<file path="config.mk">
export PLATFORM = sky130hd
export DESIGN_NAME = apb_cmd_master_flat
export DESIGN_NICKNAME = d
export VERILOG_FILES = /design/src/rtl/apb_cmd_master_if.sv /design/src/rtl/apb_cmd_master.sv /design/src/flat_wrapper.sv
export SDC_FILE = /design/constraint.sdc
export NUM_CORES = 1
export LEC_CHECK = 0
export CAP_MARGIN = 20
export CELL_PAD_IN_SITES_DETAIL_PLACEMENT = 1
export CELL_PAD_IN_SITES_GLOBAL_PLACEMENT = 2
export CORE_MARGIN = 8
export CORE_UTILIZATION = 25
export CTS_BUF_LIST = sky130_fd_sc_hd__clkbuf_8
export DETAILED_ROUTE_END_ITERATION = 10
export PLACE_DENSITY_LB_ADDON = 0.12
export SLEW_MARGIN = 20
export SYNTH_ARGS = -nofsm -noshare
export SYNTH_HDL_FRONTEND = slang
export SYNTH_SLANG_ARGS = --single-unit
</file>
<file path="constraint.sdc">
create_clock -name clk -period 1.9 [get_ports clk]
set_input_delay 0.285 -clock clk [delete_from_list [all_inputs] [get_ports clk]]
set_output_delay 0.285 -clock clk [all_outputs]
set_load 0.02 [all_outputs]
</file>
<file path="src/rtl/apb_cmd_master_if.sv">
// apb_cmd_master_if: APB3/APB4 bus between the command master and a register slave
interface apb_cmd_master_if #(
    parameter int APB_ADDR_WIDTH  = 32,
    parameter int APB_DATA_WIDTH  = 32,
    parameter int APB_PPROT_WIDTH = 3,
    parameter int APB_PSTRB_WIDTH = 4
);
    logic [APB_ADDR_WIDTH-1:0]  paddr;
    logic                       psel;
    logic                       penable;
    logic                       pwrite;
    logic [APB_DATA_WIDTH-1:0]  pwdata;
    logic [APB_PSTRB_WIDTH-1:0] pstrb;
    logic [APB_PPROT_WIDTH-1:0] pprot;
    logic [APB_DATA_WIDTH-1:0]  prdata;
    logic                       pready;
    logic                       pslverr;
    modport master (
        output paddr, psel, penable, pwrite, pwdata, pstrb, pprot,
        input  prdata, pready, pslverr
    );
    modport slave (
        input  paddr, psel, penable, pwrite, pwdata, pstrb, pprot,
        output prdata, pready, pslverr
    );
endinterface

</file>
<file path="src/rtl/apb_cmd_master.sv">
// apb_cmd_master: turns one valid/ready command into one APB transfer and returns a response with PREADY timeout
module apb_cmd_master #(
    parameter int APB_ADDR_WIDTH  = 32,
    parameter int APB_DATA_WIDTH  = 32,
    parameter int APB_PPROT_WIDTH = 3,
    parameter int APB_PSTRB_WIDTH = 4,
    parameter int TIMEOUT_CYCLES  = 256
) (
    input  logic                       clk,
    input  logic                       reset,
    input  logic                       cmd_valid,
    output logic                       cmd_ready,
    input  logic                       cmd_write,
    input  logic [APB_ADDR_WIDTH-1:0]  cmd_addr,
    input  logic [APB_DATA_WIDTH-1:0]  cmd_wdata,
    input  logic [APB_PSTRB_WIDTH-1:0] cmd_strb,
    input  logic [APB_PPROT_WIDTH-1:0] cmd_prot,
    output logic                       rsp_valid,
    input  logic                       rsp_ready,
    output logic [APB_DATA_WIDTH-1:0]  rsp_rdata,
    output logic                       rsp_err,
    output logic                       rsp_timeout,
    output logic                       busy,
    apb_cmd_master_if.master           m_apb
);
    localparam int TW = TIMEOUT_CYCLES > 1 ? $clog2(TIMEOUT_CYCLES) : 1;
    localparam logic [TW-1:0] LAST = TW'(TIMEOUT_CYCLES - 1);
    typedef enum logic [1:0] {IDLE, SETUP, ACCESS, RESP} state_t;
    state_t state, state_d;
    logic [TW-1:0] cnt;
    logic accept, done, expire, psel_d, penable_d, rsp_valid_d;
    assign cmd_ready = state == IDLE;
    assign busy = state != IDLE;
    assign accept = cmd_valid & cmd_ready;
    assign done = state == ACCESS & m_apb.pready;
    // pready has priority over the timeout terminal count
    assign expire = state == ACCESS & ~m_apb.pready & (TIMEOUT_CYCLES != 0) & cnt == LAST;
    always_comb begin
        state_d = accept ? SETUP :
                  state == SETUP ? ACCESS :
                  (done | expire) ? RESP :
                  (state == RESP & rsp_ready) ? IDLE : state;
    end
    // outputs are registered, so they are derived from the state being entered
    always_comb begin
        psel_d = state_d == SETUP || state_d == ACCESS;
        penable_d = state_d == ACCESS;
        rsp_valid_d = state_d == RESP;
    end
    always_ff @(posedge clk or negedge reset) begin
        if (!reset) begin
            state <= IDLE;
            cnt <= '0;
            m_apb.psel <= 1'b0;
            m_apb.penable <= 1'b0;
            m_apb.paddr <= '0;
            m_apb.pwrite <= 1'b0;
            m_apb.pwdata <= '0;
            m_apb.pstrb <= '0;
            m_apb.pprot <= '0;
            rsp_valid <= 1'b0;
            rsp_rdata <= '0;
            rsp_err <= 1'b0;
            rsp_timeout <= 1'b0;
        end else begin
            state <= state_d;
            cnt <= state == ACCESS ? cnt + 1'b1 : '0;
            m_apb.psel <= psel_d;
            m_apb.penable <= penable_d;
            rsp_valid <= rsp_valid_d;
            if (accept) begin
                m_apb.paddr <= cmd_addr;
                m_apb.pwrite <= cmd_write;
                m_apb.pwdata <= cmd_wdata;
                m_apb.pstrb <= cmd_write ? cmd_strb : '0;
                m_apb.pprot <= cmd_prot;
            end
            if (done | expire) begin
                rsp_rdata <= (done & ~m_apb.pwrite) ? m_apb.prdata : '0;
                rsp_err <= done ? m_apb.pslverr : 1'b1;
                rsp_timeout <= ~done;
            end
        end
    end
endmodule

</file>
<file path="src/flat_wrapper.sv">
// flat-port wrapper written by rule: the top's interface ports become plain ports
module apb_cmd_master_flat 
#(
    parameter int APB_ADDR_WIDTH  = 32,
    parameter int APB_DATA_WIDTH  = 32,
    parameter int APB_PPROT_WIDTH = 3,
    parameter int APB_PSTRB_WIDTH = 4,
    parameter int TIMEOUT_CYCLES  = 256
)
  (clk, reset, cmd_valid, cmd_ready, cmd_write, cmd_addr, cmd_wdata, cmd_strb, cmd_prot, rsp_valid, rsp_ready, rsp_rdata, rsp_err, rsp_timeout, busy, m_apb_paddr, m_apb_psel, m_apb_penable, m_apb_pwrite, m_apb_pwdata, m_apb_pstrb, m_apb_pprot, m_apb_prdata, m_apb_pready, m_apb_pslverr);
  apb_cmd_master_if #(.APB_ADDR_WIDTH(APB_ADDR_WIDTH), .APB_DATA_WIDTH(APB_DATA_WIDTH), .APB_PPROT_WIDTH(APB_PPROT_WIDTH), .APB_PSTRB_WIDTH(APB_PSTRB_WIDTH)) m_apb_i ();
  input  logic clk;
  input  logic reset;
  input  logic cmd_valid;
  output logic cmd_ready;
  input  logic cmd_write;
  input  logic [APB_ADDR_WIDTH-1:0] cmd_addr;
  input  logic [APB_DATA_WIDTH-1:0] cmd_wdata;
  input  logic [APB_PSTRB_WIDTH-1:0] cmd_strb;
  input  logic [APB_PPROT_WIDTH-1:0] cmd_prot;
  output logic rsp_valid;
  input  logic rsp_ready;
  output logic [APB_DATA_WIDTH-1:0] rsp_rdata;
  output logic rsp_err;
  output logic rsp_timeout;
  output logic busy;
  output wire logic [$bits(m_apb_i.paddr)-1:0] m_apb_paddr;
  output wire logic [$bits(m_apb_i.psel)-1:0] m_apb_psel;
  output wire logic [$bits(m_apb_i.penable)-1:0] m_apb_penable;
  output wire logic [$bits(m_apb_i.pwrite)-1:0] m_apb_pwrite;
  output wire logic [$bits(m_apb_i.pwdata)-1:0] m_apb_pwdata;
  output wire logic [$bits(m_apb_i.pstrb)-1:0] m_apb_pstrb;
  output wire logic [$bits(m_apb_i.pprot)-1:0] m_apb_pprot;
  input wire logic [$bits(m_apb_i.prdata)-1:0] m_apb_prdata;
  input wire logic [$bits(m_apb_i.pready)-1:0] m_apb_pready;
  input wire logic [$bits(m_apb_i.pslverr)-1:0] m_apb_pslverr;
  assign m_apb_paddr = m_apb_i.paddr;
  assign m_apb_psel = m_apb_i.psel;
  assign m_apb_penable = m_apb_i.penable;
  assign m_apb_pwrite = m_apb_i.pwrite;
  assign m_apb_pwdata = m_apb_i.pwdata;
  assign m_apb_pstrb = m_apb_i.pstrb;
  assign m_apb_pprot = m_apb_i.pprot;
  assign m_apb_i.prdata = m_apb_prdata;
  assign m_apb_i.pready = m_apb_pready;
  assign m_apb_i.pslverr = m_apb_pslverr;
  apb_cmd_master #(.APB_ADDR_WIDTH(APB_ADDR_WIDTH), .APB_DATA_WIDTH(APB_DATA_WIDTH), .APB_PPROT_WIDTH(APB_PPROT_WIDTH), .APB_PSTRB_WIDTH(APB_PSTRB_WIDTH), .TIMEOUT_CYCLES(TIMEOUT_CYCLES)) u_core (.clk(clk), .reset(reset), .cmd_valid(cmd_valid), .cmd_ready(cmd_ready), .cmd_write(cmd_write), .cmd_addr(cmd_addr), .cmd_wdata(cmd_wdata), .cmd_strb(cmd_strb), .cmd_prot(cmd_prot), .rsp_valid(rsp_valid), .rsp_ready(rsp_ready), .rsp_rdata(rsp_rdata), .rsp_err(rsp_err), .rsp_timeout(rsp_timeout), .busy(busy), .m_apb(m_apb_i));
endmodule
</file>
==> results of run 1 <==
[through the flow]
| step | setup WS [ns] | hold slack, ns | area (µm²) | total power [mW] | utilization (%) |
|---|---|---|---|---|---|
| 2_1_floorplan | 0.05644 | -0.01059 | 4855 | 8.046 | - |
| 3_3_place_gp | 0.05154 | 0.2729 | 7418 | 11.39 | 38.50 |
| 3_5_place_dp | 0.02902 | 0.2762 | 7418 | 11.55 | 38.50 |
| 4_1_cts | 0.02325 | 0.3312 | 7885 | 14.33 | 40.92 |
| 5_1_grt | 0.05347 | 0.3557 | 7888 | 14.91 | 40.93 |
| 6_report | 0.1513 | 0.3534 | 7888 | 14.04 | 40.93 |
[layout by cell type, fill, tap and decap left out, types with 5 or more instances in the layout]
cell,n
clkdlybuf4s50_1,216
dfrtp_1,119
mux2_2,36
a221o_1,32
mux2_4,32
and2_0,23
clkbuf_8,20
nand2_1,10
and2_1,10
o21ai_0,7
nor2_1,6
buf_4,6
bufinv_16,5
buf_12,5
[worst paths after layout]
kind | start | to | cells past startpoint
worst max-delay path | u_core.rsp_rdata[13]$_DFFE_PN0P_ | rsp_rdata[13] | 1
worst min-delay path | reset | u_core.m_apb.pwdata[21]$_DFFE_PN0P_ | 2
worst max register to register | u_core.state[0]$_DFF_PN0_ | u_core.rsp_rdata[13]$_DFFE_PN0P_ | 4
worst min register to register | u_core.cnt[0]$_DFF_PN0_ | u_core.cnt[0]$_DFF_PN0_ | 1
max in group asynchronous | reset | u_core.m_apb.paddr[15]$_DFFE_PN0P_ | 3
min in group clk | cmd_strb[2] | u_core.m_apb.pstrb[2]$_DFFE_PN0P_ | 3
[cell families (layout without fill, tap and decap cells)]
logic type                 Yosys count  count (layout)  synth area share, %
AOI/OAI and AO/OA                   49              49                8.608
xor gates and xnor gates             3               3               0.5413
adders and majority gates            3               3               0.7733
buffers and inverters               21             263                2.577
DFF                                119             119                61.34
muxes                               68              68                18.25
and+or+nand+nor                     67              67                7.913
[final cells by class]
class / instances / share of cell area [%]
inverter: 2 / 0.09518
multi-input combinational: 190 / 22.46
clock inverter: 10 / 2.237
sequential: 119 / 37.75
tap: 265 / 4.204
timing repair buffer: 231 / 29.76
clock buffer: 20 / 3.490
[synth_stat cells]
library cell,instances
dfrtp_1,119
mux2_2,36
a221o_1,32
mux2_4,32
and2_0,23
and2_1,10
nand2_1,10
buf_2,7
clkbuf_1,7
nor2_1,7
o21ai_0,7
a21oi_1,5
buf_6,5
ha_1,3
nand3_1,3
or3_1,3
and3_1,2
inv_1,2
nand2b_1,2
xor2_1,2
a211oi_1,1
a22o_1,1
a22oi_1,1
a31oi_1,1
and4_1,1
nand4_1,1
nor2b_1,1
nor3_1,1
nor3b_1,1
nor3b_2,1
o21bai_1,1
or3b_1,1
xnor2_1,1
[what timing repair did]
| item | CTS | global route |
|---|---|---|
| gates cloned | 0 | 0 |
| setup endpoints to repair | 2 | 1 |
| buffers inserted | 0 | 0 |
| hold buffers | 1 | 0 |
| endpoints found under the hold margin | 31 | 0 |
| gates resized for setup | 4 | 1 |
[power groups by stage]
stage / logic [mW] / registers, mW / clock network [mW]
final: 6.88 / 4.51 / 2.65
after global placement: 6.90 / 4.50 / 0
after global routing: 7.33 / 4.70 / 2.88
after floorplan: 2.17 / 5.88 / 0
after CTS: 7.03 / 4.53 / 2.77
after detailed placement: 7.01 / 4.53 / 0
[per-layer routing]
metal	vias to the layer above	global-route usage [%]
li1	1654	-
met1	1846	15.21
met2	135	20.84
met3	15	6.408
met4	2	4.667
met5	-	0
[state kept, by name (all words and copies together) (netlist names)]
signal and cells:
u_core.rsp_valid 1, u_core.rsp_rdata 32, u_core.m_apb.pwdata 32, u_core.m_apb.penable 1, u_core.state 2, u_core.m_apb.psel 1
u_core.rsp_err 1, u_core.m_apb.paddr 32, u_core.rsp_timeout 1, u_core.cnt 8, u_core.m_apb.pprot 3, u_core.m_apb.pwrite 1
u_core.m_apb.pstrb 4
==> results.sh, run 1 <==
export IMPL_grt_pass1_wl_um=24190
export IMPL_met2_length_um=7544
export IMPL_synth_area_top_cells="dfrtp_1 (61%), mux2_4 (9.9%), mux2_2 (8.4%)"
export IMPL_antenna_cells=0
export IMPL_die_area_um2=24130
export IMPL_cts_clk_slew_worst_paths_ns=0.07
export IMPL_critPathCaptureType="output port"
export IMPL_dr_wl_met3_um=1470
export IMPL_hold_path_class="input port to asynchronous set/reset pin"
export IMPL_cp_slowest_stage_delay_ns=0.66
export IMPL_worstPathArrival_ns=1.46
export IMPL_gp_congestion=0.6776
export IMPL_drcViolationCount=0
export IMPL_postSynthAreaPerCell_um2=14.71
export IMPL_finalCritPeriodShare_pct=92.04
export IMPL_setup_viol=0
export IMPL_antenna_left=0
export IMPL_grt_max_degree=51
export IMPL_cts_max_path_buffers=2
export IMPL_combPwrFrac_pct=49.0
export IMPL_synth_nets=443
export IMPL_cp_num_buf_inv=1
export IMPL_synth_area_leader_cell="dfrtp_1"
export IMPL_wl_um=15650
export IMPL_crit_family="buffers and inverters"
export IMPL_synthToLayoutAreaGrowth_pct=62.47
export IMPL_num_rows=51
export IMPL_slew_headroom_pct=57.29
export IMPL_ys_types=33
export IMPL_internal_power_mw=9.097
export IMPL_netlist_instances=330
export IMPL_fin_crit_ns=1.749
export IMPL_drv_slew=0
export IMPL_multi_input_area_um2=1772
export IMPL_instances_no_fill=837
export IMPL_numCtsBuffers=17
export IMPL_yosysTopAreaCellShare_pct=61.34
export IMPL_layout_area_seq_um2=2978
export IMPL_coreArea_um2=19270
export IMPL_tightestPinTransition_ns=0.6399
export IMPL_vias_per_cell=4.363
export IMPL_maxCapViolCount=0
export IMPL_nets=674
export IMPL_power_switching_mw=4.940
export IMPL_drive_gt1_share_pct=19.58
export IMPL_wl_met1_um=6426
export IMPL_cts_root_buf="clkbuf_8"
export IMPL_cp_max_fo=3
export IMPL_top_layer_used="met5"
export IMPL_numClockSinks=119
export IMPL_p_clk_share_pct=18.9
export IMPL_vias=3652
export IMPL_power_density_nw_per_um2=1780
export IMPL_cts_tree="yes"
export IMPL_cp_start_kind="register"
export IMPL_hold_viol_final=0
export IMPL_initialDrtViolationCount=120
export IMPL_dp_cells=806
export IMPL_ys_warnings_count=0
export IMPL_port_buffers=220
export IMPL_timing_setup_tns_ns=0
export IMPL_cp_required_ns=1.62
export IMPL_fmax_mhz=571.9
export IMPL_dp_hpwl_um=11710
export IMPL_seq_power_share_pct=32.1
export IMPL_fillCellCount=2042
export IMPL_slowest_stage="clkdlybuf4s50_1"
export IMPL_syn_area_um2=4855
export IMPL_start_util_pct=25.19
export IMPL_status="complete, no violations"
export IMPL_fp_dieW_um=155.4
export IMPL_die_h_um=155.4
export IMPL_drt_pre_antenna_iters=4
export IMPL_antenna_found_initial=1
export IMPL_ir_drop_uv=684.9
export IMPL_p_leak_nw=3.354
export IMPL_worstSetupPathType="register to output port"
export IMPL_seq_area_frac_synth_pct=61.34
export IMPL_ys_ff_latch=119
export IMPL_cts_max_level=4
export IMPL_clock_latency_ns=0.43
export IMPL_ioPinCount=221
export IMPL_finalClockSkew_ns=0.01040
export IMPL_rsz0062_at_grt="no"
export IMPL_grt_util_all_layers_pct=13.16
export IMPL_regToRegSetupSlack_ns=0.16
export IMPL_cp_cell_sequence="clkdlybuf4s50_1"
export IMPL_routedWlPerCell_um=18.70
export IMPL_grt_pass1_vias=4100
export IMPL_grt_overflow=0
export IMPL_swShare_pct=35.19
Note: power is estimated with default switching activity, not from simulation.
==> inputs of run 2 (changes only) <==
Settings changed: RECOVER_POWER set to 25, SLEW_MARGIN 20 to unset.
==> run 2 against run 1 <==
- die area is the same
- flip-flop and latch count is the same
- final cell count is the same
- fmax is the same
- count of clock-buffer cells in the layout is the same
- non-clock buffer count is the same
- critical path depth is the same
- sequential share of layout area is essentially flat
- clock skew is the same
- critical path type unchanged
- critical endpoint unchanged
- highest routed layer unchanged
==> results.sh, run 2 (synthesis gave the netlist of run 1 again) <==
export IMPL_status="complete, no violations"
export IMPL_grt_overflow=0
export IMPL_rsz0062_at_grt="no"
export IMPL_critPathCaptureType="output port"
export IMPL_clock_latency_ns=0.43
export IMPL_routedWlPerCell_um=18.69
export IMPL_p_leak_nw=3.353
export IMPL_fmax_mhz=571.9
export IMPL_crit_family="buffers and inverters"
export IMPL_port_buffers=220
export IMPL_start_util_pct=25.19
export IMPL_die_area_um2=24130
export IMPL_timing_setup_tns_ns=0
export IMPL_grt_util_all_layers_pct=13.16
export IMPL_cts_clk_slew_worst_paths_ns=0.07
export IMPL_layout_common_cells="clkdlybuf4s50_1 (216), dfrtp_1 (119), mux2_2 (36)"
export IMPL_multi_input_area_um2=1772
export IMPL_ioPinCount=221
export IMPL_vias_per_cell=4.364
export IMPL_grt_max_degree=51
export IMPL_setup_viol=0
export IMPL_numClockSinks=119
export IMPL_gp_congestion=0.6776
export IMPL_num_rows=51
export IMPL_antenna_cells=0
export IMPL_p_clk_share_pct=18.9
export IMPL_dp_hpwl_um=11710
export IMPL_vias=3653
export IMPL_cp_start_kind="register"
export IMPL_slowest_stage="clkdlybuf4s50_1"
export IMPL_cp_cell_sequence="clkdlybuf4s50_1"
export IMPL_combPwrFrac_pct=49.0
export IMPL_dp_cells=806
export IMPL_holdPathStages=3
export IMPL_antenna_left=0
export IMPL_reg_largest_list="u_core.m_apb.paddr x32, u_core.m_apb.pwdata x32, u_core.rsp_rdata x32"
export IMPL_drive_gt1_share_pct=19.58
export IMPL_timing_hold_ws_ns=0.4266
export IMPL_numCtsBuffers=17
export IMPL_worstSetupPathType="register to output port"
export IMPL_placed_area_um2=7418
export IMPL_swShare_pct=35.19
export IMPL_grt_pass1_wl_um=24190
export IMPL_wl_um=15650
export IMPL_cp_required_ns=1.62
export IMPL_layout_area_seq_um2=2978
export IMPL_synthToLayoutAreaGrowth_pct=62.42
export IMPL_fillCellCount=2043
export IMPL_cts_max_path_buffers=2
export IMPL_fp_dieW_um=155.4
export IMPL_drt_pre_antenna_iters=4
export IMPL_cts_max_level=4
export IMPL_rr_worst_depth=4
export IMPL_ir_drop_uv=684.9
export IMPL_initialDrtViolationCount=120
export IMPL_cts_root_buf="clkbuf_8"
export IMPL_hold_viol_final=0
export IMPL_cp_max_fo=3
export IMPL_slew_headroom_pct=39.87
export IMPL_drcViolationCount=0
export IMPL_layout_commonest_cell="clkdlybuf4s50_1"
export IMPL_drv_slew=0
export IMPL_nets=674
export IMPL_finalClockSkew_ns=0.01040
export IMPL_finalCritPeriodShare_pct=92.04
export IMPL_power_switching_mw=4.939
export IMPL_worstPathArrival_ns=1.46
export IMPL_fin_crit_ns=1.749
export IMPL_coreArea_um2=19270
export IMPL_crit_cells=1
export IMPL_internal_power_mw=9.096
export IMPL_die_h_um=155.4
export IMPL_cp_num_buf_inv=1
export IMPL_grt_pass1_vias=4100
export IMPL_seq_power_share_pct=32.1
export IMPL_hold_path_class="input port to register"
export IMPL_tightestPinTransition_ns=0.9020
export IMPL_cp_slowest_stage_delay_ns=0.66
export IMPL_power_density_nw_per_um2=1780
export IMPL_antenna_found_initial=1
export IMPL_cts_tree="yes"
export IMPL_final_area_um2=7885
export IMPL_instances_no_fill=837
export IMPL_maxCapViolCount=0
[run 2: cell count changes in the layout (fill, tap and decap cells not counted), sizes merged]
cell,before,now
clkbuf,20,21
buf,11,10
[run 2: through the flow]
| step | power [mW] | util, % | worst slack (ns) |
|---|---|---|---|
| 6_report | 14.03 | 40.92 | 0.1513 |
| 5_1_grt | 14.91 | 40.92 | 0.05347 |
| 4_1_cts | 14.33 | 40.92 | 0.02325 |
| 3_5_place_dp | 11.55 | 38.50 | 0.02902 |
| 3_3_place_gp | 11.39 | 38.50 | 0.05154 |
| 2_1_floorplan | 8.046 | - | 0.05644 |
[run 2: final timing paths]
path                                             startpoint                             endpoint  slack [ns]
setup / recovery           u_core.rsp_rdata[13]$_DFFE_PN0P_                        rsp_rdata[13]        0.15
hold / removal                                  cmd_strb[2]    u_core.m_apb.pstrb[2]$_DFFE_PN0P_        0.43
setup reg to reg                  u_core.state[0]$_DFF_PN0_     u_core.rsp_rdata[13]$_DFFE_PN0P_        0.16
hold reg to reg                     u_core.cnt[0]$_DFF_PN0_              u_core.cnt[0]$_DFF_PN0_        0.46
max in group asynchronous                             reset   u_core.m_apb.paddr[15]$_DFFE_PN0P_        0.59
min in group asynchronous                             reset  u_core.m_apb.pwdata[21]$_DFFE_PN0P_        0.52
[run 2: layout make-up]
| cell class | instances | share of cell area [%] |
|---|---|---|
| Tap cell | 265 | 4.205 |
| Sequential cell | 119 | 37.77 |
| Multi-Input combinational cell | 190 | 22.47 |
| Timing Repair Buffer | 231 | 29.74 |
| Clock inverter | 10 | 2.237 |
| Clock buffer | 20 | 3.491 |
| Inverter | 2 | 0.09521 |
[run 2: timing repair]
| item | in CTS | in global routing |
|---|---|---|
| endpoints found under the hold margin | 31 | 0 |
| endpoints found under the setup margin | 2 | 1 |
| hold buffers | 1 | 0 |
| cloned | 0 | 0 |
| buffers inserted | 0 | 0 |
| gates resized for setup | 4 | 1 |
[run 2: power groups by stage]
stage / combinational, mW / clock (mW) / sequential, mW
after floorplan: 2.17 / 0 / 5.88
after global placement: 6.90 / 0 / 4.50
after detailed placement: 7.01 / 0 / 4.53
after CTS: 7.03 / 2.77 / 4.53
after global routing: 7.33 / 2.88 / 4.70
final: 6.88 / 2.65 / 4.51
[run 2: per-layer routing]
metal	track usage [%]	vias to the layer above	part of all wire, %
li1	-	1654	-
met1	15.21	1847	41
met2	20.84	135	48
met3	6.408	15	9.4
met4	4.667	2	1.2
met5	0	-	0.083
